## config.mk

```make
export PLATFORM = sky130hd
export DESIGN_NAME = parametric_queue_query_unit
export DESIGN_NICKNAME = d
export VERILOG_FILES = /design/src/rtl/query_pkg.sv /design/src/rtl/queue_ring_store.sv /design/src/rtl/parametric_queue_query_unit.sv
export SDC_FILE = /design/constraint.sdc
export NUM_CORES = 1
export LEC_CHECK = 0
export CORE_MARGIN = 2
export CORE_UTILIZATION = 40
export CTS_BUF_LIST = sky130_fd_sc_hd__clkbuf_16
export DETAILED_ROUTE_END_ITERATION = 12
export SLEW_MARGIN = 0
export SYNTH_ARGS = -nofsm -noshare
export SYNTH_HDL_FRONTEND = slang
export SYNTH_SLANG_ARGS = --single-unit
export TNS_END_PERCENT = 100
```

## constraint.sdc

```tcl
create_clock -name clk -period 5.5 [get_ports clk]
set_input_delay 0.825 -clock clk [delete_from_list [all_inputs] [get_ports clk]]
set_output_delay 0.825 -clock clk [all_outputs]
set_load 0.02 [all_outputs]
```

## src/rtl/query_pkg.sv

```systemverilog
`default_nettype none
// Shared encodings for the queue geometry query port.
package query_pkg;

  localparam int QUERY_W = 32;

  localparam logic [1:0] DIM_QUEUE  = 2'd1;
  localparam logic [1:0] DIM_PACKED = 2'd2;

  typedef enum logic [3:0] {
    QF_LOW                 = 4'd0,
    QF_HIGH                = 4'd1,
    QF_LEFT                = 4'd2,
    QF_RIGHT               = 4'd3,
    QF_SIZE                = 4'd4,
    QF_INCREMENT           = 4'd5,
    QF_DIMENSIONS          = 4'd6,
    QF_UNPACKED_DIMENSIONS = 4'd7,
    QF_BITS                = 4'd8
  } query_func_e;

endpackage
`default_nettype wire

```

## src/rtl/queue_ring_store.sv

```systemverilog
`default_nettype none
// Circular buffer with occupancy count, registered pop port and sticky
// overflow/underflow flags.
module queue_ring_store #(
  parameter  int WIDTH = 32,
  parameter  int DEPTH = 8,
  localparam int CNT_W = $clog2(DEPTH + 1)
) (
  input  logic             clk,
  input  logic             rst_n,
  input  logic             clear,
  input  logic             push,
  input  logic [WIDTH-1:0] push_data,
  input  logic             pop,
  output logic             pop_valid,
  output logic [WIDTH-1:0] pop_data,
  output logic             full,
  output logic             empty,
  output logic             overflow,
  output logic             underflow,
  output logic [CNT_W-1:0] count
);

  localparam int               PTR_W    = (DEPTH > 1) ? $clog2(DEPTH) : 1;
  localparam logic [CNT_W-1:0] FULL_CNT = CNT_W'(DEPTH);
  localparam logic [PTR_W-1:0] LAST_PTR = PTR_W'(DEPTH - 1);

  logic [WIDTH-1:0] mem [DEPTH];
  logic [PTR_W-1:0] rd_ptr;
  logic [PTR_W-1:0] wr_ptr;
  logic             pop_ok;
  logic             push_ok;
  logic [CNT_W-1:0] count_nxt;

  function automatic logic [PTR_W-1:0] ptr_inc(input logic [PTR_W-1:0] p);
    return (p == LAST_PTR) ? '0 : p + PTR_W'(1);
  endfunction

  // A pop on a full queue frees the slot the same-cycle push lands in.
  always_comb begin
    pop_ok    = pop && (count != '0);
    push_ok   = push && ((count != FULL_CNT) || pop_ok);
    count_nxt = count;
    if (push_ok && !pop_ok) begin
      count_nxt = count + CNT_W'(1);
    end else if (pop_ok && !push_ok) begin
      count_nxt = count - CNT_W'(1);
    end
  end

  always_ff @(posedge clk) begin
    if (push_ok && !clear) begin
      mem[wr_ptr] <= push_data;
    end
  end

  always_ff @(posedge clk or negedge rst_n) begin
    if (!rst_n) begin
      rd_ptr    <= '0;
      wr_ptr    <= '0;
      count     <= '0;
      full      <= 1'b0;
      empty     <= 1'b1;
      overflow  <= 1'b0;
      underflow <= 1'b0;
      pop_valid <= 1'b0;
      pop_data  <= '0;
    end else if (clear) begin
      rd_ptr    <= '0;
      wr_ptr    <= '0;
      count     <= '0;
      full      <= 1'b0;
      empty     <= 1'b1;
      overflow  <= 1'b0;
      underflow <= 1'b0;
      pop_valid <= 1'b0;
    end else begin
      pop_valid <= pop_ok;
      if (pop_ok) begin
        pop_data <= mem[rd_ptr];
        rd_ptr   <= ptr_inc(rd_ptr);
      end
      if (push_ok) begin
        wr_ptr <= ptr_inc(wr_ptr);
      end
      count <= count_nxt;
      full  <= (count_nxt == FULL_CNT);
      empty <= (count_nxt == '0);
      if (push && !push_ok) begin
        overflow <= 1'b1;
      end
      if (pop && !pop_ok) begin
        underflow <= 1'b1;
      end
    end
  end

endmodule
`default_nettype wire

```

## src/rtl/parametric_queue_query_unit.sv

```systemverilog
`default_nettype none
// Bounded queue with a registered port answering array-query functions
// against the queue's live geometry.
module parametric_queue_query_unit
  import query_pkg::*;
#(
  parameter int WIDTH = 32,
  parameter int DEPTH = 8
) (
  input  logic                      clk,
  input  logic                      rst_n,
  input  logic                      in_clear,
  input  logic                      in_push,
  input  logic [WIDTH-1:0]          in_push_data,
  input  logic                      in_pop,
  output logic                      out_pop_valid,
  output logic [WIDTH-1:0]          out_pop_data,
  output logic                      out_full,
  output logic                      out_empty,
  output logic                      out_overflow,
  output logic                      out_underflow,
  input  logic                      in_query_valid,
  input  logic [3:0]                in_query_func,
  input  logic [1:0]                in_query_dim,
  output logic                      out_resp_valid,
  output logic signed [QUERY_W-1:0] out_resp_value,
  output logic                      out_resp_err
);

  localparam int CNT_W = $clog2(DEPTH + 1);
  localparam logic signed [QUERY_W-1:0] ELEM_BITS = QUERY_W'(WIDTH);

  if (DEPTH < 1) begin : g_depth_check
    $error("DEPTH must be at least 1");
  end
  if (longint'(DEPTH) * longint'(WIDTH) >= 64'sh8000_0000) begin : g_bits_check
    $error("DEPTH*WIDTH must be below 2^31");
  end

  logic [CNT_W-1:0]          count;
  logic signed [QUERY_W-1:0] n_s;
  logic signed [QUERY_W-1:0] q_value;
  logic                      q_err;
  logic                      dim_q;
  logic                      dim_p;

  queue_ring_store #(
    .WIDTH (WIDTH),
    .DEPTH (DEPTH)
  ) u_store (
    .clk       (clk),
    .rst_n     (rst_n),
    .clear     (in_clear),
    .push      (in_push),
    .push_data (in_push_data),
    .pop       (in_pop),
    .pop_valid (out_pop_valid),
    .pop_data  (out_pop_data),
    .full      (out_full),
    .empty     (out_empty),
    .overflow  (out_overflow),
    .underflow (out_underflow),
    .count     (count)
  );

  // Decoded from the pre-update count so a query sees the state before
  // any push/pop/clear of the same cycle.
  always_comb begin
    n_s     = signed'(QUERY_W'(count));
    dim_q   = (in_query_dim == DIM_QUEUE);
    dim_p   = (in_query_dim == DIM_PACKED);
    q_value = '0;
    q_err   = 1'b0;
    case (in_query_func)
      QF_LOW:                 q_value = '0;
      QF_HIGH:                q_value = dim_q ? n_s - 32'sd1 : ELEM_BITS - 32'sd1;
      QF_LEFT:                q_value = dim_q ? 32'sd0 : ELEM_BITS - 32'sd1;
      QF_RIGHT:               q_value = dim_q ? n_s - 32'sd1 : 32'sd0;
      QF_SIZE:                q_value = dim_q ? n_s : ELEM_BITS;
      QF_INCREMENT:           q_value = dim_q ? -32'sd1 : 32'sd1;
      QF_DIMENSIONS:          q_value = 32'sd2;
      QF_UNPACKED_DIMENSIONS: q_value = 32'sd1;
      QF_BITS:                q_value = n_s * ELEM_BITS;
      default:                q_err   = 1'b1;
    endcase
    if ((in_query_func <= 4'd5) && !dim_q && !dim_p) begin
      q_err = 1'b1;
    end
    if (q_err) begin
      q_value = '0;
    end
  end

  always_ff @(posedge clk or negedge rst_n) begin
    if (!rst_n) begin
      out_resp_valid <= 1'b0;
      out_resp_value <= '0;
      out_resp_err   <= 1'b0;
    end else begin
      out_resp_valid <= in_query_valid;
      if (in_query_valid) begin
        out_resp_value <= q_value;
        out_resp_err   <= q_err;
      end
    end
  end

endmodule
`default_nettype wire
```

Word-level counts from Yosys, hierarchy flattened
Memories as Yosys holds them, arrays and structs flattened. A register that Yosys moved wholly into a read port is not among the register bits.
Cells that the tools add are included.
- register bits: 49
- latch bits: 0
- RAM bits: 256
- memory bits (read-only): 0
- output and inout port bits: 71
- memories: 1
- memory list (name ; words ; bits a word ; read ports ; clocked after Yosys merged registers in ; wr ports ; line ; text):
    u_store.mem ; 8 ; 32 ; 1 ; 1 ; 1 ; queue_ring_store.sv:28 ; logic [WIDTH-1:0] mem [DEPTH];
- add/sub/neg operators: 5
- multiply operators: 0
- div/mod/pow operators: 0
- magnitude comparators: 1
- equality and inequality tests: 14
- shift operators: 0
- multiplexer cells: 27
- bitwise operators: 1
- reduce and logical (&&, ||, !) cells: 25
- operators with widths (operator ; number):
    case mux 32 bit (8 select lines) ; 1
    2-to-1 mux 32 bit ; 4
    2-to-1 mux 3 bit ; 6
    == test 4 x 3 -> 1 bit (second input constant) ; 4
    2-to-1 mux 4 bit ; 3
    2-to-1 mux 1 bit ; 11
    logical AND 1 bit ; 9
    OR reduction 9 bit ; 1
    == test 4 x 2 -> 1 bit (second input constant) ; 2
    == test 4 bit (second input constant) ; 2
    logical NOT 4 bit ; 2
    nonzero test 2 bit ; 4
    adder 3 x 1 -> 3 bit (second input constant) ; 2
    == test 3 bit (second input constant) ; 2
    logical NOT 1 bit ; 6
    2-to-1 mux 6 bit ; 1
    2-to-1 mux 5 bit ; 1
    subtractor 4 x 1 -> 5 bit (second input constant) ; 1
    adder 4 x 1 -> 4 bit (second input constant) ; 1
    == test 4 x 1 -> 1 bit (second input constant) ; 1
    <= comparator 4 x 3 -> 1 bit (second input constant) ; 1
    != test 4 bit (second input constant) ; 1
    nonzero test 4 bit ; 1
    subtractor 4 x 1 -> 4 bit (second input constant) ; 1
    5 further kinds ; 5

Depth between registers and ports, before layout
Gate-level depths: netlist (run 1).
- depth after elaboration: 10
- gate-level depth with buffers: 11
- mapped depth without buffers: 7

Cells and area by module
Synthesis (run 1) repeated with hierarchy kept, for this count alone.
- cells, all modules: 680
- area, all modules: 12547.0 um^2
- by module, submodules not included (module ; instances ; cells an instance ; area each (um^2)):
    queue_ring_store ; 1 ; 573 ; 11539.8
    parametric_queue_query_unit ; 1 ; 107 ; 1007.2

Worst setup path before layout (run 1)
Ideal clock, no wire load.
- path kind: input to register
- from: input in_pop
- to: memory u_store.mem[0][0], enable pin
- data arrival time: 3.995 ns
- path slack: 1.044 ns
- cell stages on the path: 5
- cell sequence: clkbuf_1 nand2b_1 o21ai_1 or3_1 nor3_1
- word-level cells in the longest chain between the ends: 6
- RTL lines (what ; line ; text):
    start: declaration ; parametric_queue_query_unit.sv:15 ; input logic in_pop,
    logical AND 1 bit ; queue_ring_store.sv:41 ; pop_ok = pop && (count != '0);
    logical OR 1 bit ; queue_ring_store.sv:42 ; push_ok = push && ((count != FULL_CNT) || pop_ok);
    logical AND 1 bit ; queue_ring_store.sv:42 ;
    logical AND 1 bit ; queue_ring_store.sv:52 ; if (push_ok && !clear) begin
    2-to-1 mux 1 bit ; queue_ring_store.sv:52 ;
    2-to-1 mux 1 bit (not written as such) ; queue_ring_store.sv:53 ; mem[wr_ptr] <= push_data;
    end: declaration ; queue_ring_store.sv:28 ;
Every way passes these cells.

Worst setup path after layout (run 1)
- from: input in_pop
- to: memory u_store.mem[2][12], enable pin
Same word-level chain as after synthesis.

==> impl_summary.txt, run 1 <==
----------------------------------------------------
[Clocking]
  Clock-pin slew on the worst setup and hold paths ... 0.06 ns
  Max H-tree Level ... 2
  Maximum clock insertion buffer count ... 3
  Root buffer cell ... sky130_fd_sc_hd__clkbuf_16
  Post-CTS repair timing setup buffer count ... 0
  Number of clock buffers inserted by TritonCTS ... 35
  TritonCTS Sinks ... approximately 320
  CTS Hold Buffers Added ... 0
  CTS tree ... built
  Count of instances resized after the clock tree is built ... 0
  Clk Latency, worst-skew pair ... 0.52 ns

[Die]
  Effective utilization at floorplan ... between 40% and 50%
  Chip height ... 181 µm
  DIE AREA ... around 33000 µm²
  Number of I/O pins ... between 100 and 150
  Core area ... 30700 µm²
  Count of standard-cell rows ... 64
  Die extent in x ... 181 µm

[STA]
  Clock skew after layout ... 0.0331 ns
  Final worst-path cycle share ... around 60%
  Final Hold Viols ... 0
  Number of pins exceeding their max-slew limit in the final report ... 0
  Setup repair after global routing missed its margin ... false
  Relative slew margins ... 17.2%
  Sum of negative setup slack ... 0 ns
  Maximum frequency from static timing analysis ... approximately 0.30 GHz
  Actual transition at the worst max-transition pin ... 1.24 ns
  Setup-failing EPs final ... 0
  Post-layout minimum cycle time ... ~3.3 ns

[Placed design]
  Placed instance area ... between 10000 and 15000 µm²
  Port bufs ... approximately 110
  Cells after DPL ... around 1100
  Detailed-placement wirelength estimate ... around 14000 µm
  Routability Congestion ... 0.831

[Pwr]
  Ratio of total power to cell area ... about 430 nW/µm²
  Comb pwr share ... 17.4%
  Fraction of power consumed by sequential logic ... 45.0%
  Cell-internal power ... 4840 µW
  Power dissipated by switching net loads ... 1640 µW
  Switching fraction of total power ... 25.3%
  Clock share of power ... 37.6%
  Peak supply drop ... just under 0.3 mV
  Leakage component of the power ... 0.00499 µW

[Yosys]
  Library cell with the largest summed area after synthesis ... sky130_fd_sc_hd__edfxtp_1
  Yosys warning total ... 0
  Post-synthesis area per instance ... between 15 and 20 µm²
  Net count after synthesis ... between 700 and 800
  Async S/R FF share, synth ... 18.7%
  Ys flop type ... sky130_fd_sc_hd__edfxtp_1
  Total of flip-flops plus latches after synthesis ... 315
  Number of instances in the synthesized netlist ... 681
  Syn Std Cell Area ... around 12000 µm²
  Biggest area contributors in the synthesized netlist ... sky130_fd_sc_hd__edfxtp_1, sky130_fd_sc_hd__dfrtp_1, sky130_fd_sc_hd__mux4_2, sky130_fd_sc_hd__mux2i_1, sky130_fd_sc_hd__a21oi_1
  Number of synthesized flops with an enable pin ... 256
  Count of cell types in the netlist ... 53
  Synth top area share ... 61.6%
  Share of synthesized area occupied by flip-flops and latches ... 73.4%

[Worst setup path]
  Crit Path Class ... in -> reg
  Number of logic stages on the critical path including buffering ... 5
  R2r startpoint ... u_store.count[0]
  Endpoint type of the worst setup path ... flop
  Slowest-stage cell, CP ... sky130_fd_sc_hd__nor2_4
  CP arrival ... 3.41 ns
  Cell type group with the largest total delay on the critical path ... simple AND/OR/NAND/NOR gates
  Critical path endpoint ... u_store.mem[2][12]
  Path depth of the worst reg2reg path ... 6
  Worst Setup Start Kind ... input pin
  Reg2Reg Setup Slack ... 2.20 ns
  List of cells traversed by the critical path ... clkdlybuf4s50_1, nand2b_1, o21ai_1, or3_1, nor2_4
  Launching element of the worst setup path ... in_pop
  Peak per-stage delay on the critical path ... about 1 ns
  Buf/Inv on CP ... 1
  Maximum fanout along the worst path ... 32
  Critical Path RT ... 5.61 ns
  Reg-to-Reg End ... u_store.mem[2][12]

[Cells and area]
  Non-filler cells, final ... 1204
  Utilization after layout ... about 50%
  Area growth syn-to-layout ... 21.2%
  Share of final-layout standard cells stronger than drive strength 1 ... 17.5%
  Design Area, Final ... 15100 µm²
  Net total in the final layout ... around 830
  Most used cells in the layout excluding fill and tap cells ... sky130_fd_sc_hd__edfxtp_1, sky130_fd_sc_hd__clkdlybuf4s50_1, sky130_fd_sc_hd__mux4_2
  Antenna diode count ... 0
  Most common cell after layout, fill and taps aside ... sky130_fd_sc_hd__edfxtp_1

[Run status]
  Outcome ... completed

[Global routing]
  Gr ovfl total ... 0
  Met3 usage in global routing ... 2.95%
  Vias in the first global route ... approximately 6600
  Met1 GRT Util ... 21.3%
  Peak-usage layer in the global routing report ... met2
  Maximum number of pins on one net before global-route repair ... 60
  Antenna violations before repair ... 0
  First-pass GRT wire length ... 38400 µm
  Fraction of met2 tracks used by global routing ... 24.5%
  Global routing usage summed across all routing layers ... 15.2%

[Flow run]
  Maximum capacitance violations ... 0

[Route]
  Vias after detailed routing ... 6409
  Total detailed-routing wirelength ... 24500 µm
  Routed wire per std cell ... 20.4 µm
  Count of antenna-violating nets left after detailed routing ... 0
  Number of optimization iterations in the first detailed-route pass ... 5
  Violation count after the first detailed-routing iteration ... 412
  Per-cell via count in the routed design ... about 5.3
  Number of design rule violations left after detail routing ... 0

[Min path]
  Class of the most critical hold timing path ... in -> async

----------------------------------------------------
[routing by layer]
| layer | wire length [µm] | share of wire (%) |
|---|---|---|
| met4 | 325 | 1.3 |
| met3 | 1570 | 6.4 |
| met5 | 0 | 0 |
| met1 | 10900 | 44 |
| met2 | 11800 | 48 |
[per-stage QoR]
stage / hold slack, ns / total power (µW) / setup WS [ns]
after global routing: 0.503 / 6750 / 1.98
after global placement: 0.470 / 4090 / 1.78
after floorplan: 0.529 / 3640 / 1.04
after detailed placement: 0.474 / 4110 / 1.69
after CTS: 0.469 / 6560 / 2.17
final: 0.436 / 6480 / 2.20
[power by group through the flow]
stage | clock [µW] | combinational [µW] | sequential (µW)
final | 2430 | 1130 | 2920
after global routing | 2580 | 1220 | 2950
after CTS | 2480 | 1150 | 2920
after detailed placement | 0 | 1140 | 2970
after global placement | 0 | 1120 | 2960
after floorplan | 0 | 612 | 3030
[synthesized netlist by cell type, types with 2 or more instances]
library cell                count
sky130_fd_sc_hd__edfxtp_1     256
sky130_fd_sc_hd__mux4_2        64
sky130_fd_sc_hd__dfrtp_1       58
sky130_fd_sc_hd__nor2_1        54
sky130_fd_sc_hd__a21oi_1       44
sky130_fd_sc_hd__mux2i_1       36
sky130_fd_sc_hd__buf_4         23
sky130_fd_sc_hd__clkbuf_1      16
sky130_fd_sc_hd__buf_2         14
sky130_fd_sc_hd__inv_1         11
sky130_fd_sc_hd__nand2b_1      10
sky130_fd_sc_hd__nor3_1        10
sky130_fd_sc_hd__ha_1           7
sky130_fd_sc_hd__nand2_1        7
sky130_fd_sc_hd__nor2b_1        5
sky130_fd_sc_hd__buf_1          4
sky130_fd_sc_hd__nand3_1        4
sky130_fd_sc_hd__o21ai_0        4
sky130_fd_sc_hd__o2bb2ai_1      4
sky130_fd_sc_hd__o32ai_1        4
sky130_fd_sc_hd__a21o_1         3
sky130_fd_sc_hd__a221o_1        3
sky130_fd_sc_hd__xnor2_1        3
sky130_fd_sc_hd__a211oi_1       2
sky130_fd_sc_hd__a22oi_1        2
sky130_fd_sc_hd__a31oi_1        2
sky130_fd_sc_hd__and3_1         2
sky130_fd_sc_hd__o31a_1         2
sky130_fd_sc_hd__o31ai_1        2
sky130_fd_sc_hd__or3_1          2
[kinds of logic after synthesis]
| kind of cell | synth area share, % |
|---|---|
| flip-flops | 73.4 |
| AND/OR/NAND/NOR | 3.93 |
| multiplexers | 14.4 |
| AO/OA/AOI/OAI | 4.20 |
| buffers and inverters | 3.00 |
| adder cells (fa/ha/maj) | 0.701 |
| XOR/XNOR | 0.341 |
[cell type report]
cell class                      instances  area (µm²)
Tap cell                              396         495
Clock inverter                         28         325
Clock buffer                           36         901
Fill cell                            2500       15500
Timing Repair Buffer                  121        1190
Sequential cell                       315        9170
Inverter                               12        45.0
Multi-Input combinational cell        296        3010
[how the worst min path moves through the flow]
stage,slack (ns),endpoint
after floorplan,0.53,out_resp_err
after global placement,0.47,out_resp_value[3]
after detailed placement,0.47,out_resp_err
after CTS,0.47,u_store.pop_data[4]
after global routing,0.50,u_store.pop_data[4]
final,0.44,u_store.pop_data[16]
[flip-flops by register name, summed over array words and instances (netlist names), 3 cells and up]
name / count
out_resp_value: 10
u_store.rd_ptr: 3
u_store.pop_data: 32
u_store.count: 4
u_store.mem: 256
u_store.wr_ptr: 3
Power figures use the tool's default switching activity.
==> run 2, diff against run 1 <==
==> constraint.sdc (replaced) <==
create_clock -name clk -period 2.96 [get_ports clk]
set_input_delay 0.444 -clock clk [delete_from_list [all_inputs] [get_ports clk]]
set_output_delay 0.444 -clock clk [all_outputs]
set_load 0.02 [all_outputs]
==> impl_summary.txt, run 2 (synthesized netlist as in run 1, its figures left out) <==
----------------------------------------------------
[Clocking]
  Max H-tree Level ... 2 (unchanged)
  Clock-pin slew on the worst setup and hold paths ... 0.06 ns (about the same)
  Clk Latency, worst-skew pair ... 0.51 ns (was 0.52 ns)
  CTS tree ... built (unchanged)
  TritonCTS Sinks ... 315 (unchanged)
  Post-CTS repair timing setup buffer count ... 0 (unchanged)
  Maximum clock insertion buffer count ... 3 (unchanged)
  Number of clock buffers inserted by TritonCTS ... 34 (was 35)
  Root buffer cell ... sky130_fd_sc_hd__clkbuf_16 (unchanged)
  CTS Hold Buffers Added ... 0 (unchanged)
  Count of instances resized after the clock tree is built ... 0 (unchanged)

[Global routing]
  First-pass GRT wire length ... 40000 µm (was 38400 µm)
  Global routing usage summed across all routing layers ... 15.7% (was 15.2%)
  Vias in the first global route ... 6867 (was 6599)
  Antenna violations before repair ... 1 (was 0)
  Maximum number of pins on one net before global-route repair ... 60 (unchanged)
  Gr ovfl total ... 0 (unchanged)

[Pwr]
  Cell-internal power ... 8530 µW (was 4840 µW)
  Ratio of total power to cell area ... 758 nW/µm² (was 428 nW/µm²)
  Comb pwr share ... 19.3% (was 17.4%)
  Leakage component of the power ... 0.00503 µW (was 0.00499 µW)
  Post-route total power ... 11500 µW (was 6480 µW)
  Peak supply drop ... 0.439 mV (was 0.291 mV)
  Switching fraction of total power ... 26.1% (was 25.3%)
  Clock share of power ... 34.1% (was 37.6%)
  Fraction of power consumed by sequential logic ... 46.6% (was 45.0%)
  Power dissipated by switching net loads ... 3000 µW (was 1640 µW)

[Run status]
  Outcome ... completed (unchanged)

[STA]
  Post-layout minimum cycle time ... ~2.8 ns
  Actual transition at the worst max-transition pin ... 0.861 ns (was 1.24 ns)
  Maximum frequency from static timing analysis ... ~0.35 GHz
  Setup-failing EPs final ... 0 (unchanged)
  Hold Slack ... 0.0362 ns (was 0.436 ns)
  Final Hold Viols ... 0 (unchanged)
  Final worst-path cycle share ... 95.4%
  Worst Setup Slack, final ... 0.135 ns (was 2.20 ns)
  Setup repair after global routing missed its margin ... false (unchanged)
  Relative slew margins ... 42.6% (was 17.2%)
  Number of pins exceeding their max-slew limit in the final report ... 0 (unchanged)
  Clock skew after layout ... 0.0196 ns (was 0.0331 ns)

[Cells and area]
  Share of final-layout standard cells stronger than drive strength 1 ... 18.3% (was 17.5%)
  Net total in the final layout ... 851 (was 832)
  Design Area, Final ... 15200 µm² (was 15100 µm²)
  Max FFs per register ... 256 (unchanged)
  Non-filler cells, final ... 1222 (was 1204)
  Most common cell after layout, fill and taps aside ... sky130_fd_sc_hd__edfxtp_1 (unchanged)
  Most used cells in the layout excluding fill and tap cells ... sky130_fd_sc_hd__edfxtp_1, sky130_fd_sc_hd__clkdlybuf4s50_1, sky130_fd_sc_hd__mux4_2 (unchanged)
  Top Registers ... u_store.mem x256, u_store.pop_data x32, out_resp_value x10 (unchanged)
  Reg with most FFs ... u_store.mem (unchanged)
  Count of fill cells added during filler insertion ... 2510 (was 2500)
  Area growth syn-to-layout ... 21.8% (was 21.2%)

[Die]
  Chip height ... 181 µm (unchanged)
  Count of standard-cell rows ... 64 (unchanged)
  Die extent in x ... 181 µm (unchanged)
  Effective utilization at floorplan ... 40.7% (unchanged)
  DIE AREA ... 32600 µm² (unchanged)
  Number of I/O pins ... 115 (unchanged)
  Core area ... 30700 µm² (unchanged)

[Worst setup path]
  Cell type group with the largest total delay on the critical path ... simple AND/OR/NAND/NOR gates (unchanged)
  CP arrival ... 3.00 ns (was 3.41 ns)
  Peak per-stage delay on the critical path ... 0.57 ns (was 0.98 ns)
  List of cells traversed by the critical path ... inv_1, ha_1, nand2b_1, o21ai_1, or3_1, nor3_4, buf_4 (was clkdlybuf4s50_1, nand2b_1, o21ai_1, or3_1, nor2_4)
  Crit Path Class ... reg -> reg (was in -> reg)
  Critical Path RT ... 3.14 ns (was 5.61 ns)
  Maximum fanout along the worst path ... 17 (was 32)
  Endpoint type of the worst setup path ... flop (unchanged)
  Buf/Inv on CP ... 2 (was 1)
  Slowest-stage cell, CP ... sky130_fd_sc_hd__or3_1 (was sky130_fd_sc_hd__nor2_4)
  Worst Setup Start Kind ... flop (was input pin)

[Route]
  Vias after detailed routing ... 6522 (was 6409)
  Count of antenna-violating nets left after detailed routing ... 0 (unchanged)
  Routed wire per std cell ... 20.7 µm (was 20.4 µm)
  Number of design rule violations left after detail routing ... 0 (unchanged)
  Number of optimization iterations in the first detailed-route pass ... 6 (was 5)
  Violation count after the first detailed-routing iteration ... 533 (was 412)
  Per-cell via count in the routed design ... 5.34 (was 5.32)
  Total detailed-routing wirelength ... 25300 µm (was 24500 µm)

[Min path]
  Class of the most critical hold timing path ... in -> async (unchanged)

[Placed design]
  Cells after DPL ... 1160 (was 1140)
  Detailed-placement wirelength estimate ... 15500 µm (was 14200 µm)
  Dpl ws ... 0.174 ns (was 1.69 ns)
  Placed instance area ... 14200 µm² (was 13900 µm²)
  Routability Congestion ... 0.898 (was 0.831)
  Port bufs ... 114 (unchanged)

[Flow run]
  Maximum capacitance violations ... 0 (unchanged)

----------------------------------------------------
run 2: changes by cell type in the layout (fill, tap and decap cells not counted), sizes merged:
cell      before  now
diode          0    1
clkbuf        36   35
bufinv         7    2
buf            8   28
inv           20   23
clkinvlp       0    1
clkinv        13   12
run 2: path summary, 6_finish.rpt:
check,to,slack [ns],from,cells past startpoint
min reg2reg,out_resp_err,0.49,out_resp_err,1
max in group asynchronous,u_store.rd_ptr[0],2.26,rst_n,1
max,u_store.mem[0][1],0.14,u_store.count[0],7
min in group clk,out_resp_err,0.49,out_resp_err,1
max reg2reg,u_store.mem[0][1],0.14,u_store.count[0],7
min,u_store.pop_data[11],0.04,rst_n,1
run 2: layout make-up:
class                   count  area [µm²]  share of cell area (%)
diodes                      1        2.50                  0.0165
multi-input cells         296        3020                    19.9
repair buffers            141        1430                    9.40
clock inverters            26         165                    1.09
flip-flops and latches    315        9170                    60.3
well taps                 396         495                    3.26
clock buffers              35         876                    5.76
inverters                  12        45.0                   0.296
run 2: worst register-to-register path: stages, from the launching register on:
cell	delay, ns
sky130_fd_sc_hd__dfrtp_1	0.53
sky130_fd_sc_hd__inv_1	0.17
sky130_fd_sc_hd__ha_1	0.32
sky130_fd_sc_hd__nand2b_1	0.15
sky130_fd_sc_hd__o21ai_1	0.25
sky130_fd_sc_hd__or3_1	0.57
sky130_fd_sc_hd__nor3_4	0.20
sky130_fd_sc_hd__buf_4	0.31
run 2: power groups by stage:
stage	sequential [µW]	clock (µW)	combinational [µW]
5_1_grt	5420	4210	2400
2_1_floorplan	5620	0	1140
6_report	5370	3930	2220
4_1_cts	5380	4050	2250
3_3_place_gp	5450	0	2210
3_5_place_dp	5460	0	2230
run 2: through the flow:
stage                     util, %  TNS [ns]
after CTS                    49.6         0
final                        49.6         0
after global placement       46.2         0
after global routing         49.6         0
after detailed placement     46.2         0
after floorplan                 -    -87.62
run 2: layer usage:
metal,track usage (%),up-vias,share of wire [%]
met3,2.87,57,6.3
li1,-,2906,-
met2,25.7,253,47
met4,3.94,0,1.9
met5,0,-,0
met1,22.0,3306,44
